$ cat src/rtl/dpd_stream_packer.sv
// Packs a stream of BCD digits into 10-bit densely-packed-decimal declets, three digits per group.
// Optional: define DPD_DIGIT_CHECK_EN to zero out non-BCD digits and flag the declet through out_err.
`timescale 1ns/1ps
module dpd_stream_packer (
  input  logic       clk,
  input  logic       rst_n,
  input  logic [3:0] in_digit,
  input  logic       in_valid,
  input  logic       in_last,
  output logic       in_ready,
  output logic [9:0] out_dpd,
  output logic       out_valid,
  input  logic       out_ready,
  output logic       out_last,
  output logic       out_err,
  output logic       busy
);

  // IEEE 754-2008 BCD->DPD encoder; the case key is the "large digit" flag of each digit.
  function automatic logic [9:0] dpd_pack(input logic [3:0] h, input logic [3:0] t, input logic [3:0] o);
    logic [9:0] r;
    case ({h[3], t[3], o[3]})
      3'b000:  r = {h[2:0], t[2:0], 1'b0, o[2:0]};
      3'b001:  r = {h[2:0], t[2:0], 1'b1, 2'b00, o[0]};
      3'b010:  r = {h[2:0], o[2:1], t[0], 1'b1, 2'b01, o[0]};
      3'b100:  r = {o[2:1], h[0], t[2:0], 1'b1, 2'b10, o[0]};
      3'b110:  r = {o[2:1], h[0], 2'b00, t[0], 1'b1, 2'b11, o[0]};
      3'b101:  r = {t[2:1], h[0], 2'b01, t[0], 1'b1, 2'b11, o[0]};
      3'b011:  r = {h[2:0], 2'b10, t[0], 1'b1, 2'b11, o[0]};
      default: r = {2'b00, h[0], 2'b11, t[0], 1'b1, 2'b11, o[0]};
    endcase
    return r;
  endfunction

  logic [3:0] dig_reg  [3];
  logic [3:0] dig_next [3];
  logic [3:0] shf      [3];
  logic [1:0] cnt_reg, cnt_next;
  logic [3:0] digit_c;
  logic       accept, close;
  logic       out_valid_reg;
  logic [9:0] out_dpd_reg;
  logic       out_last_reg;

  assign in_ready = ~out_valid_reg | out_ready;
  assign accept   = in_valid & in_ready;
  assign close    = accept & ((cnt_reg == 2'd2) | in_last);

  // Lane 2 is the hundreds digit; clearing on close makes short groups left-pad with zeros.
  assign shf[2] = dig_reg[1];
  assign shf[1] = dig_reg[0];
  assign shf[0] = digit_c;

  genvar gi;
  generate
    for (gi = 0; gi < 3; gi++) begin : g_lane
      assign dig_next[gi] = close ? 4'd0 : (accept ? shf[gi] : dig_reg[gi]);
      always_ff @(posedge clk or negedge rst_n) begin
        if (!rst_n) dig_reg[gi] <= 4'd0;
        else        dig_reg[gi] <= dig_next[gi];
      end
    end
  endgenerate

  always_comb begin
    cnt_next = cnt_reg;
    if (close)       cnt_next = 2'd0;
    else if (accept) cnt_next = cnt_reg + 2'd1;
  end

  always_ff @(posedge clk or negedge rst_n) begin
    if (!rst_n) begin
      cnt_reg       <= 2'd0;
      out_valid_reg <= 1'b0;
      out_dpd_reg   <= 10'd0;
      out_last_reg  <= 1'b0;
    end else begin
      cnt_reg <= cnt_next;
      // A close while the consumer takes the old declet reloads with no bubble.
      if (close) begin
        out_valid_reg <= 1'b1;
        out_dpd_reg   <= dpd_pack(shf[2], shf[1], shf[0]);
        out_last_reg  <= in_last;
      end else if (out_ready) begin
        out_valid_reg <= 1'b0;
      end
    end
  end

`ifdef DPD_DIGIT_CHECK_EN
  logic digit_bad;
  logic grp_err_reg;
  logic out_err_reg;

  assign digit_bad = (in_digit > 4'd9);
  assign digit_c   = digit_bad ? 4'd0 : in_digit;

  always_ff @(posedge clk or negedge rst_n) begin
    if (!rst_n) begin
      grp_err_reg <= 1'b0;
      out_err_reg <= 1'b0;
    end else if (close) begin
      out_err_reg <= grp_err_reg | digit_bad;
      grp_err_reg <= 1'b0;
    end else if (accept && digit_bad) begin
      grp_err_reg <= 1'b1;
    end
  end

  assign out_err = out_err_reg;
`else
  assign digit_c = in_digit;
  assign out_err = 1'b0;
`endif

  assign out_valid = out_valid_reg;
  assign out_dpd   = out_dpd_reg;
  assign out_last  = out_last_reg;
  assign busy      = (cnt_reg != 2'd0) | out_valid_reg;

endmodule

$ cat config.mk
export PLATFORM = sky130hd
export DESIGN_NAME = dpd_stream_packer
export DESIGN_NICKNAME = d
export VERILOG_FILES = /design/src/rtl/dpd_stream_packer.sv
export SDC_FILE = /design/constraint.sdc
export NUM_CORES = 1
export LEC_CHECK = 0
export BUFFER_PORTS_ARGS = -buffer_cell sky130_fd_sc_hd__clkbuf_2
export CORE_MARGIN = 10
export CORE_UTILIZATION = 45
export CTS_CLUSTER_SIZE = 20
export DETAILED_ROUTE_END_ITERATION = 8
export PLACE_DENSITY = 0.8
export SYNTH_ARGS = -nofsm -noshare
export SYNTH_HDL_FRONTEND = slang
export SYNTH_SLANG_ARGS = --single-unit
export TNS_END_PERCENT = 30
$ cat constraint.sdc
create_clock -name clk -period 1.65 [get_ports clk]
set_clock_uncertainty 0.2 [all_clocks]
set_input_delay 0.33 -clock clk [delete_from_list [all_inputs] [get_ports clk]]
set_output_delay 0.33 -clock clk [all_outputs]
set_load 0.01 [all_outputs]
* Word-level counts from Yosys, hierarchy flattened
Cells that the tools add are included.
Cells by class: reductions and logical operators 4, mux-type cells 9, bitwise logic cells 6, add/subtract/negate cells 1, equal/unequal tests 7
Operator list (count):
- $pmux W10 S7 | 1
- $mux W4 | 4
- $eq A3 B3 Y1 const B | 3
- $eq A3 B2 Y1 const B | 2
- $reduce_bool A2 Y1 | 3
- $mux W2 | 2
- $eq A3 B1 Y1 const B | 1
- $logic_not A3 Y1 | 1
- $or A1 B1 Y1 | 3
- $add A2 B1 Y2 const B | 1
- $and A1 B1 Y1 | 2
- $eq A2 B2 Y1 const B | 1
- $mux W1 | 2
- $not A1 Y1 | 1
Word-level totals: bits in registers 22, input port bits 9, output and inout port bits 15

* Longest topological paths before layout
Gate-level depths: netlist of the first run.
depth after elaboration 5, depth in mapped cells 6

* Worst setup path before layout of the first run
Ideal clock, no wire load.
kind register to register, start point register cnt_reg[0], end point register out_dpd_reg[0] (netlist: out_dpd[0]), cell stages (with the launch flop) 7, path slack 0.049 ns, setup time 0.125 ns, data arrival time 1.276 ns, cells stage by stage dfrtp_1 > inv_1 > ha_1 > nor2_1 > nand3b_4 > buf_6 > mux2_4
On the way: cells in the longest elaborated chain, start to end 3
Ends and longest elaborated chain:
- start: declaration | RTL line 38 | logic [1:0] cnt_reg, cnt_next;
- start signal: assignment | RTL line 78 | cnt_reg <= cnt_next;
- $eq A2 B2 Y1 | RTL line 47 | assign close = accept & ((cnt_reg == 2'd2) | in_last);
- $or A1 B1 Y1 | RTL line 47
- $and A1 B1 Y1 | RTL line 47
- end signal: assignment | RTL line 82 | out_dpd_reg <= dpd_pack(shf[2], shf[1], shf[0]);
- end: declaration | RTL line 42 | logic [9:0] out_dpd_reg;
No other way between the ends. A chain may end at the register's enable or synchronous reset.

* Worst setup path after layout of the first run
start point register cnt_reg[0], end point output port busy
On the way: cells in the longest elaborated chain, start to end 2
Ends and longest elaborated chain:
- $reduce_bool A2 Y1 | RTL line 119 | assign busy = (cnt_reg != 2'd0) | out_valid_reg;
- $or A1 B1 Y1 | RTL line 119
- end: declaration | RTL line 16 | output logic busy
No other way between the ends.

==> metrics.md, run 1 <==
| Metric | Value |
|---|---|
| Largest register FFs | 10 |
| Worst hold start | in_digit[1] |
| Core area | 2250 µm² |
| Post-route clock period utilization | 1.03 |
| LEAKAGE | about 0.00067 µW |
| Number of synthesis warnings | 0 |
| Row cnt | 17 |
| Clk_lat worst skew | between 300 and 400 ps |
| Placed cell area | ~1200 µm² |
| Fin Setup TNS | -45.4 ps |
| CTS root buf | clkbuf_4 |
| Tmin final | between 1500 and 2000 ps |
| Cell Area, Synth | ~1100 µm² |
| Initial antenna violation count | 0 |
| Register area share after synthesis | 0.508 |
| Clock buffer depth | 2 |
| Crit. Startpoint | cnt_reg[0] |
| # DRC | 0 |
| H-tree Lvls | 1 |
| Met2 WL | 1.14 mm |
| Min-Delay Path Class | input pin to register |
| Least-Margin Pin Slew | 546 ps |
| Flops & latches, synth | 22 |
| Vias per inst | approximately 5.4 |
| Largest net degree at the start of global routing | 23 |
| Failing checks | setup timing |
| Final wirelength | about 2.2 mm |
| Filler instances | 194 |
| Gr ovfl total | 0 |
| Number of max-cap violations | 0 |
| Critical Path Source Type | register |
| R2r startpoint | cnt_reg[0] |
| Crit-path max FO | 2 |
| Metal-1 WL | a little over 900 µm |
| Uppermost layer routed | met4 |
| Post-route ant nets | 0 |
| Maximum VDD drop | between 0.5 and 0.6 mV |
| CTS sink cnt | 22 |
| Die width | approximately 70 µm |
| Routed vias | 733 |
| Power Dens Cells | 1320 nW/µm² |
| Slew HR | 0.636 |
| Nets@finish | 120 |
| Max-slew violation count | 0 |
| Reg clk slew, reported paths | between 100 and 150 ps |
| Status | finished, violations left |
| Final setup violation count | 1 |
| Final hold viol count | 0 |
| RSZ-0062 raised after global routing | true |
| GR Util All Layers | 0.0908 |
| Distinct cells, synth | 27 |
| Global-route wire length before repair | between 3 and 4 mm |
| Num ports | 24 |
| Worst slack, placed | -6.80 ps |
| Initial Utilization | 0.481 |
| PnR worst setup slack | -45.4 ps |
| Fmax | slightly below 0.6 GHz |
| Critical path class | register to primary output |
| Layout cells sized above 1 | 0.454 |
| Met3 wire len | ~110 µm |
| Critical path arrival | roughly 1200 ps |
| Mean post-synth cell area | 13.1 µm² |
| Number of global-route vias before repair | 802 |
| WL/cell | roughly 16 µm |
| Die area | about 4800 µm² |
| WP data required | 1120 ps |
| Layout area overhead | 18.9% |
| Total power | between 1500 and 2000 µW |
| Total CTS buffers | 3 |
| 1st-iter DRT viols | 39 |
| Buffers added on ports | 22 |
| Antenna cell count | 0 |
| CP Capture Type | primary output |
| Detailed-router iteration count before antenna repair | 4 |
| Final instance area | approximately 1300 µm² |
| CTS tree | built |
| Placer Congestion | ~0.7 |
| Gate Count Post-Synth | 83 |
| Syn nets | 94 |
| Die extent in y | roughly 69 µm |
| Hpwl dp | 1.54 mm |
critical path, cell delays in order (launching register included):
cell	delay, ps
dfrtp_1	400
inv_2	70
buf_6	100
ha_4	110
nand2b_1	50
buf_2	140
kinds of logic (layout without fill, tap and decap cells):
kind of cell | count (synthesis) | count (layout) | share of synthesized area
AOI/OAI and AO/OA | 17 | 17 | 0.128
and+or+nand+nor | 18 | 19 | 0.112
DFF | 22 | 22 | 0.508
adders and majority gates | 2 | 2 | 0.0231
muxes | 11 | 11 | 0.145
xor gates and xnor gates | 1 | 1 | 0.00808
buffers and inverters | 11 | 35 | 0.0716
other | 1 | 1 | 0.00346
area by class of cell:
type	instances	area, µm²	area share
clock buffers	4	36.3	0.0282
inverters	4	15.0	0.0117
multi-input cells	51	498	0.386
flip-flops and latches	22	551	0.427
well taps	28	35.0	0.0272
repair buffers	27	154	0.119
where the power goes:
| part | internal [µW] | switching [µW] |
|---|---|---|
| clock network | 135 | 165 |
| registers | 681 | 100 |
| logic | 351 | 274 |
synthesized netlist by cell type, drive strengths merged:
| cell type | number | share of area |
|---|---|---|
| dfrtp | 22 | 0.51 |
| mux2 | 11 | 0.15 |
| ha | 2 | 0.023 |
| nor2 | 5 | 0.017 |
| nand2b | 5 | 0.036 |
| xor2 | 1 | 0.0081 |
| a21oi | 1 | 0.0046 |
| nand2 | 3 | 0.010 |
| a32o | 1 | 0.0092 |
| o31ai | 1 | 0.0069 |
| a31oi | 2 | 0.012 |
| and3 | 1 | 0.010 |
| buf | 7 | 0.058 |
| o311ai | 1 | 0.0081 |
| conb | 1 | 0.0035 |
| or3 | 1 | 0.0058 |
| o211ai | 1 | 0.0069 |
| nand3b | 3 | 0.032 |
| inv | 4 | 0.014 |
| a22o | 9 | 0.073 |
| a221oi | 1 | 0.0081 |
layout by cell type (no fill, tap or decap), types with 2 or more instances in the layout:
master,synthesis,layout
inv_1,3,2
mux2_4,9,11
inv_2,1,2
nor2_1,5,4
nand2_1,3,3
buf_4,1,3
clkbuf_4,0,3
clkbuf_2,0,21
a31oi_1,2,2
a22o_1,9,9
nand3b_4,1,2
dfrtp_1,22,22
nand2b_1,4,4
nand3b_1,2,2
what timing repair did:
item                       4_1_cts  5_1_grt
gates resized for setup          6        3
hold endpoints to repair        22        0
setup endpoints to repair        3       11
pin swaps                        2        0
setup buffers                    1        1
hold buffers                     1        0
cloned                           0        1
metal layers:
layer / GRT usage / vias to the layer above
met2: 0.155 / 22
li1: - / 347
met3: 0.0143 / 2
met1: 0.0956 / 362
met4: 0.0732 / 0
met5: 0 / -
path summary, 6_finish.rpt:
path,end,slack (ps),cells after the start
max,busy,-50,5
min,dig_reg[9],50,2
max reg2reg,out_dpd[6],20,5
min reg2reg,out_last,310,1
max in group asynchronous,out_dpd[3],560,2
min in group asynchronous,out_dpd[1],320,2
through the flow:
| step | std cells | hold slack [ps] | utilization |
|---|---|---|---|
| after floorplan | 83 | -166 | - |
| after global placement | 128 | 128 | 0.524 |
| after detailed placement | 128 | 137 | 0.524 |
| after CTS | 134 | 38.9 | 0.558 |
| after global routing | 136 | 37.4 | 0.572 |
| final | 136 | 50.2 | 0.572 |
(Power assumes the default switching activity.)
==> run 2: changes to the inputs <==
==> constraint.sdc (replaced) <==
create_clock -name clk -period 1.4 [get_ports clk]
set_clock_uncertainty 0.2 [all_clocks]
set_input_delay 0.28 -clock clk [delete_from_list [all_inputs] [get_ports clk]]
set_output_delay 0.28 -clock clk [all_outputs]
set_load 0.01 [all_outputs]
==> run 2 against run 1 <==
  * The run still ends with setup timing left
  * Final area increased by 6.9%
  * Via count grew 5.7%
  * Core utilization up 3.9 points
  * Final cell count up 7.4%
  * Critical path type is now register to register
==> metrics.md, run 2 (same netlist as run 1, synthesis figures left out) <==
| Metric | Value |
|---|---|
| Slew HR | 0.637 (+0.00103) |
| Final wirelength | 2.32 mm (+5.9%) |
| CTS root buf | clkbuf_4 |
| WL/cell | 15.9 µm (-1.3%) |
| Tmin final | around 1700 ps |
| Area of the multi-input gates | 480 µm² (-3.5%) |
| Critical Path Source Type | register |
| Max incr delay on CP | 400 ps (about the same) |
| Vias per inst | 5.31 (-1.5%) |
| Gr ovfl total | 0 (unchanged) |
| Critical path arrival | 1650 ps (+480 ps) |
| LEAKAGE | 0.000716 µW (+7.1%) |
| PnR worst setup slack | -255 ps (-210 ps) |
| Slowest cell on crit path | dfrtp_1 |
| Fmax | 0.604 GHz |
| Crit path cell chain | inv_2 > ha_2 > nor2_2 > nand3b_4 > buf_4 > mux2_4 |
| Layout cells sized above 1 | 0.525 (+0.0717) |
| Routed vias | 775 (+5.7%) |
| WP data required | 1400 ps (+280 ps) |
| Core area | 2250 µm² (unchanged) |
| Die area | 4770 µm² (unchanged) |
| Number of global-route vias before repair | 842 (+5.0%) |
| Grt met2 use | 0.171 (+0.0161) |
| Number of max-cap violations | 0 (unchanged) |
| Row cnt | 17 (unchanged) |
| Layout area overhead | 27.1% |
| Status | finished, violations left |
| H-tree Lvls | 1 (unchanged) |
| Final setup violation count | 24 (+23) |
| Power Dens Cells | 1470 nW/µm² (+11%) |
| Hold Crit Depth | 2 (unchanged) |
| Largest register FFs | 10 (unchanged) |
| Final Util | 0.611 (+0.0394) |
| Reg clk slew, reported paths | 110 ps (about the same) |
| RSZ-0062 raised after global routing | true |
| Critical path's top delay family | flip-flops |
| Die width | 69.1 µm (unchanged) |
| Hpwl dp | 1.61 mm (+4.7%) |
| Worst path bufs/invs | 2 (-1) |
| Final hold viol count | 0 (unchanged) |
| Met1 global-route usage | 0.102 (+0.00672) |
| Total CTS buffers | 3 (unchanged) |
| Min-Delay Path Class | input pin to register |
| CP Capture Type | register |
| Least-Margin Pin Slew | 544 ps (-1.55 ps) |
| Initial antenna violation count | 0 (unchanged) |
| Crit-path max FO | 5 (+3) |
| Met3 Usage GRT | 0.0214 (+0.00713) |
| Max-slew violation count | 0 (unchanged) |
| Post-route clock period utilization | 1.18 |
| Initial Utilization | 0.481 (unchanged) |
| Clock buffer depth | 2 (unchanged) |
| Worst R2R Setup Slack | -260 ps (-280 ps) |
| Nets@finish | 131 (+9.2%) |
| 1st-iter DRT viols | 19 (-51%) |
| Detailed-router iteration count before antenna repair | 4 (unchanged) |
| Fin Setup TNS | -3590 ps (-3540 ps) |
| Maximum VDD drop | 0.710 mV (+25%) |
| Global-route wire length before repair | 3.97 mm (+8.7%) |
| Buffers added on ports | 22 (unchanged) |
| Storage cell area | 552 µm² (+0.23%) |
| Critical Path Stages | 6 (+1) |
| CTS sink cnt | 22 (unchanged) |
| Most frequent cells in the layout | 21 x dfrtp_1, 21 x clkbuf_2, 12 x buf_4, 11 x mux2_4, 9 x a22o_1 |
| CTS tree | built |
| Failing checks | setup timing |
| R2R cell count | 6 (+1) |
| Clk_lat worst skew | 300 ps (about the same) |
| Most Used Layer, Global Route | met2 |
| Placer Congestion | 0.724 (+3.0%) |
| Largest net degree at the start of global routing | 23 (unchanged) |
| Antenna cell count | 0 (unchanged) |
| Critical path class | register to register |
| Num ports | 24 (unchanged) |
| GR Util All Layers | 0.100 (+0.00963) |
| # DRC | 0 (unchanged) |
| Post-route ant nets | 0 (unchanged) |
| Die extent in y | 69.1 µm (unchanged) |
| Filler instances | 184 (-5.2%) |
## run 2: path summary, 6_finish.rpt
| kind | from | to |
|---|---|---|
| worst max-delay path | cnt_reg[0] | out_dpd[0] |
| worst min-delay path | in_digit[1] | dig_reg[9] |
| worst max register to register | cnt_reg[0] | out_dpd[0] |
| worst min register to register | out_last | out_last |
| max in group asynchronous | rst_n | dig_reg[11] |
| min in group asynchronous | rst_n | cnt_reg[0] |
## run 2: metrics by stage
stage | std cells | cell area [µm²] | setup WS [ps] | hold WS, ps | total power (µW)
2_1_floorplan | 83 | 1090 | -140 | -216 | 1380
3_3_place_gp | 137 | 1250 | -155 | 81.9 | 1630
3_5_place_dp | 137 | 1250 | -225 | 83.9 | 1660
4_1_cts | 146 | 1370 | -250 | 8.88 | 2040
5_1_grt | 146 | 1380 | -320 | 3.77 | 2170
6_report | 146 | 1380 | -255 | 21.9 | 2030
## run 2: area by class of cell
type	instances	area share
multi-input cells	50	0.349
well taps	28	0.0254
repair buffers	39	0.196
clock buffers	3	0.0163
flip-flops and latches	22	0.401
inverters	4	0.0127
## run 2: power breakdown
group	switching, µW	internal, µW
clock	178	100
combinational	347	479
sequential	119	804
## run 2: metal layers
| layer | wire length (µm) | vias up |
|---|---|---|
| li1 | - | 364 |
| met1 | 875 | 382 |
| met2 | 1250 | 19 |
| met3 | 73 | 10 |
| met4 | 123 | 0 |
| met5 | 0 | - |
## run 2: timing repair
item / in CTS / in global routing
setup endpoints to repair: 15 / 25
buffers inserted: 5 / 0
hold buffers: 1 / 0
resized for setup: 10 / 3
endpoints found under the hold margin: 22 / 0
==> run 3: changes to the inputs <==
--- a/config.mk
+++ b/config.mk
@@ -7,10 +7,10 @@
 export LEC_CHECK = 0
 export BUFFER_PORTS_ARGS = -buffer_cell sky130_fd_sc_hd__clkbuf_2
 export CORE_MARGIN = 10
-export CORE_UTILIZATION = 45
+export CORE_UTILIZATION = 47
 export CTS_CLUSTER_SIZE = 20
 export DETAILED_ROUTE_END_ITERATION = 8
-export PLACE_DENSITY = 0.8
+export PLACE_DENSITY = 0.82
 export SYNTH_ARGS = -nofsm -noshare
 export SYNTH_HDL_FRONTEND = slang
 export SYNTH_SLANG_ARGS = --single-unit
==> run 3 against run 2 <==
  * The flow still finishes with violations (setup timing)
  * Core utilization about the same
  * Final area down 1.9%
  * Die area down 3.0%
  * Global-route usage up 0.80 points
  * Sequential power about the same
  * Final cell count down 3.4%
  * Largest cell class unchanged
==> metrics.md, run 3 (same netlist as run 1, synthesis figures left out) <==
| Metric | Value |
|---|---|
| # DRC | 0 (unchanged) |
| GR Util All Layers | 0.108 (+0.00796) |
| Fin Setup TNS | -3510 ps (+71.5 ps) |
| Detailed-router iteration count before antenna repair | 4 (unchanged) |
| CTS tree | built |
| Most frequent cells in the layout | 22 x dfrtp_1, 20 x clkbuf_2, 11 x mux2_4, 9 x a22o_1, 6 x buf_4 |
| Core area | 2210 µm² (-1.9%) |
| R2R cell count | 5 (-1) |
| Slowest cell on crit path | dfrtp_1 |
| Fmax | 0.605 GHz (+0.12%) |
| Post-route ant nets | 0 (unchanged) |
| Reg clk slew, reported paths | 130 ps (+20 ps) |
| Hold Crit Depth | 2 (unchanged) |
| Largest register FFs | 10 (unchanged) |
| Layout cells sized above 1 | 0.496 (-0.0298) |
| Die width | 68.0 µm (-1.5%) |
| CTS root buf | clkbuf_4 |
| Final hold viol count | 0 (unchanged) |
| Commonest non-fill, non-tap cell in the layout | dfrtp_1 |
| Status | finished, violations left |
| Total CTS buffers | 3 (unchanged) |
| WP data required | 920 ps (-480 ps) |
| Critical path arrival | 1170 ps (-480 ps) |
| Crit path cell chain | buf_6 > inv_4 > ha_4 > nand2b_1 > buf_2 |
| LEAKAGE | 0.000698 µW (-2.6%) |
| Maximum VDD drop | 0.773 mV (+8.8%) |
| Slew HR | 0.647 (+0.0100) |
| Crit-path max FO | 2 (-3) |
| Power Dens Cells | 1530 nW/µm² (+4.2%) |
| CP Capture Type | primary output |
| 1st-iter DRT viols | 16 (-3) |
| Placed cell area | 1220 µm² (-2.4%) |
| Final setup violation count | 24 (unchanged) |
| Max-slew violation count | 0 (unchanged) |
| Routed vias | 767 (-1.0%) |
| PnR worst setup slack | -254 ps (+1.91 ps) |
| Die area | 4630 µm² (-3.0%) |
| Initial antenna violation count | 0 (unchanged) |
| Global-route wire length before repair | 3.78 mm (-4.9%) |
| Vias per inst | 5.44 (+2.5%) |
| Nets@finish | 125 (-4.6%) |
| RSZ-0062 raised after global routing | true |
| Buffers added on ports | 22 (unchanged) |
| Die extent in y | 68.0 µm (-1.5%) |
| Worst slack, placed | -197 ps (+28.3 ps) |
| Number of global-route vias before repair | 819 (-2.7%) |
| Least-Margin Pin Slew | 529 ps (-15.1 ps) |
| Final wirelength | 2.22 mm (-4.4%) |
| Largest net degree at the start of global routing | 23 (unchanged) |
| Max incr delay on CP | 410 ps (about the same) |
| Layout area overhead | 24.7% |
| CTS sink cnt | 22 (unchanged) |
| Failing checks | setup timing |
| Post-route clock period utilization | 1.18 (-0.00136) |
| Number of max-cap violations | 0 (unchanged) |
| Num ports | 24 (unchanged) |
| Tmin final | 1650 ps (-1.91 ps) |
| Initial Utilization | 0.490 (+0.00924) |
| Hpwl dp | 1.58 mm (-1.9%) |
| Critical path class | register to primary output |
| Gr ovfl total | 0 (unchanged) |
| Critical Path Source Type | register |
| Clock buffer depth | 2 (unchanged) |
| H-tree Lvls | 1 (unchanged) |
| Placer Congestion | 0.773 (+6.9%) |
| Final instance area | 1350 µm² (-1.9%) |
| WL/cell | 15.7 µm (-1.0%) |
| Row cnt | 17 (unchanged) |
| Antenna cell count | 0 (unchanged) |
| Total power | 2070 µW (+2.2%) |
| Clk_lat worst skew | 310 ps (about the same) |
| Min-Delay Path Class | input pin to register |
## run 3: area by class of cell
class,count,area [µm²]
Clock buffer,4,36.3
Tap cell,28,35.0
Inverter,4,17.5
Fill cell,161,861
Sequential cell,22,551
Multi-Input combinational cell,51,508
Timing Repair Buffer,32,204
## run 3: metal layers
layer | up-vias | part of all wire | track usage
met5 | - | 0 | 0
met4 | 0 | 0.041 | 0.0829
met3 | 6 | 0.023 | 0.0179
met2 | 11 | 0.53 | 0.187
met1 | 391 | 0.40 | 0.115
li1 | 359 | - | -
## run 3: worst max-delay path, delay by kind of cell, from the launching register on
family	cells	cell delay (ps)
AND/OR/NAND/NOR	1	40
adder cells (fa/ha/maj)	1	110
flip-flops	1	410
buffers and inverters	3	310
## run 3: repair_timing
| action | in CTS | in global routing |
|---|---|---|
| hold buffers | 2 | 0 |
| endpoints found under the hold margin | 23 | 0 |
| setup buffers | 0 | 1 |
| endpoints found under the setup margin | 18 | 24 |
| pin swaps | 0 | 7 |
| gates cloned | 1 | 0 |
| resized for setup | 11 | 3 |
## run 3: where the power goes
group	internal (µW)	switching (µW)	total [µW]
Combinational	458	345	803
Sequential	802	117	920
Clock	159	191	349
## run 3: final timing paths
| kind | start | slack [ps] | end |
|---|---|---|---|
| worst max-delay path | cnt_reg[1] | -250 | busy |
| worst min-delay path | in_digit[1] | 40 | dig_reg[9] |
| worst max register to register | cnt_reg[1] | -240 | out_dpd[3] |
| worst min register to register | out_last | 320 | out_last |
| max in group asynchronous | rst_n | 370 | dig_reg[10] |
| min in group asynchronous | rst_n | 260 | dig_reg[4] |
## run 3: through the flow
| stage | utilization | std cells | hold slack (ps) |
|---|---|---|---|
| 6_report | 0.611 | 141 | 40.7 |
| 5_1_grt | 0.611 | 141 | 27.9 |
| 4_1_cts | 0.605 | 140 | 34.1 |
| 3_5_place_dp | 0.553 | 133 | 85.8 |
| 3_3_place_gp | 0.553 | 133 | 78.6 |
| 2_1_floorplan | - | 83 | -216 |
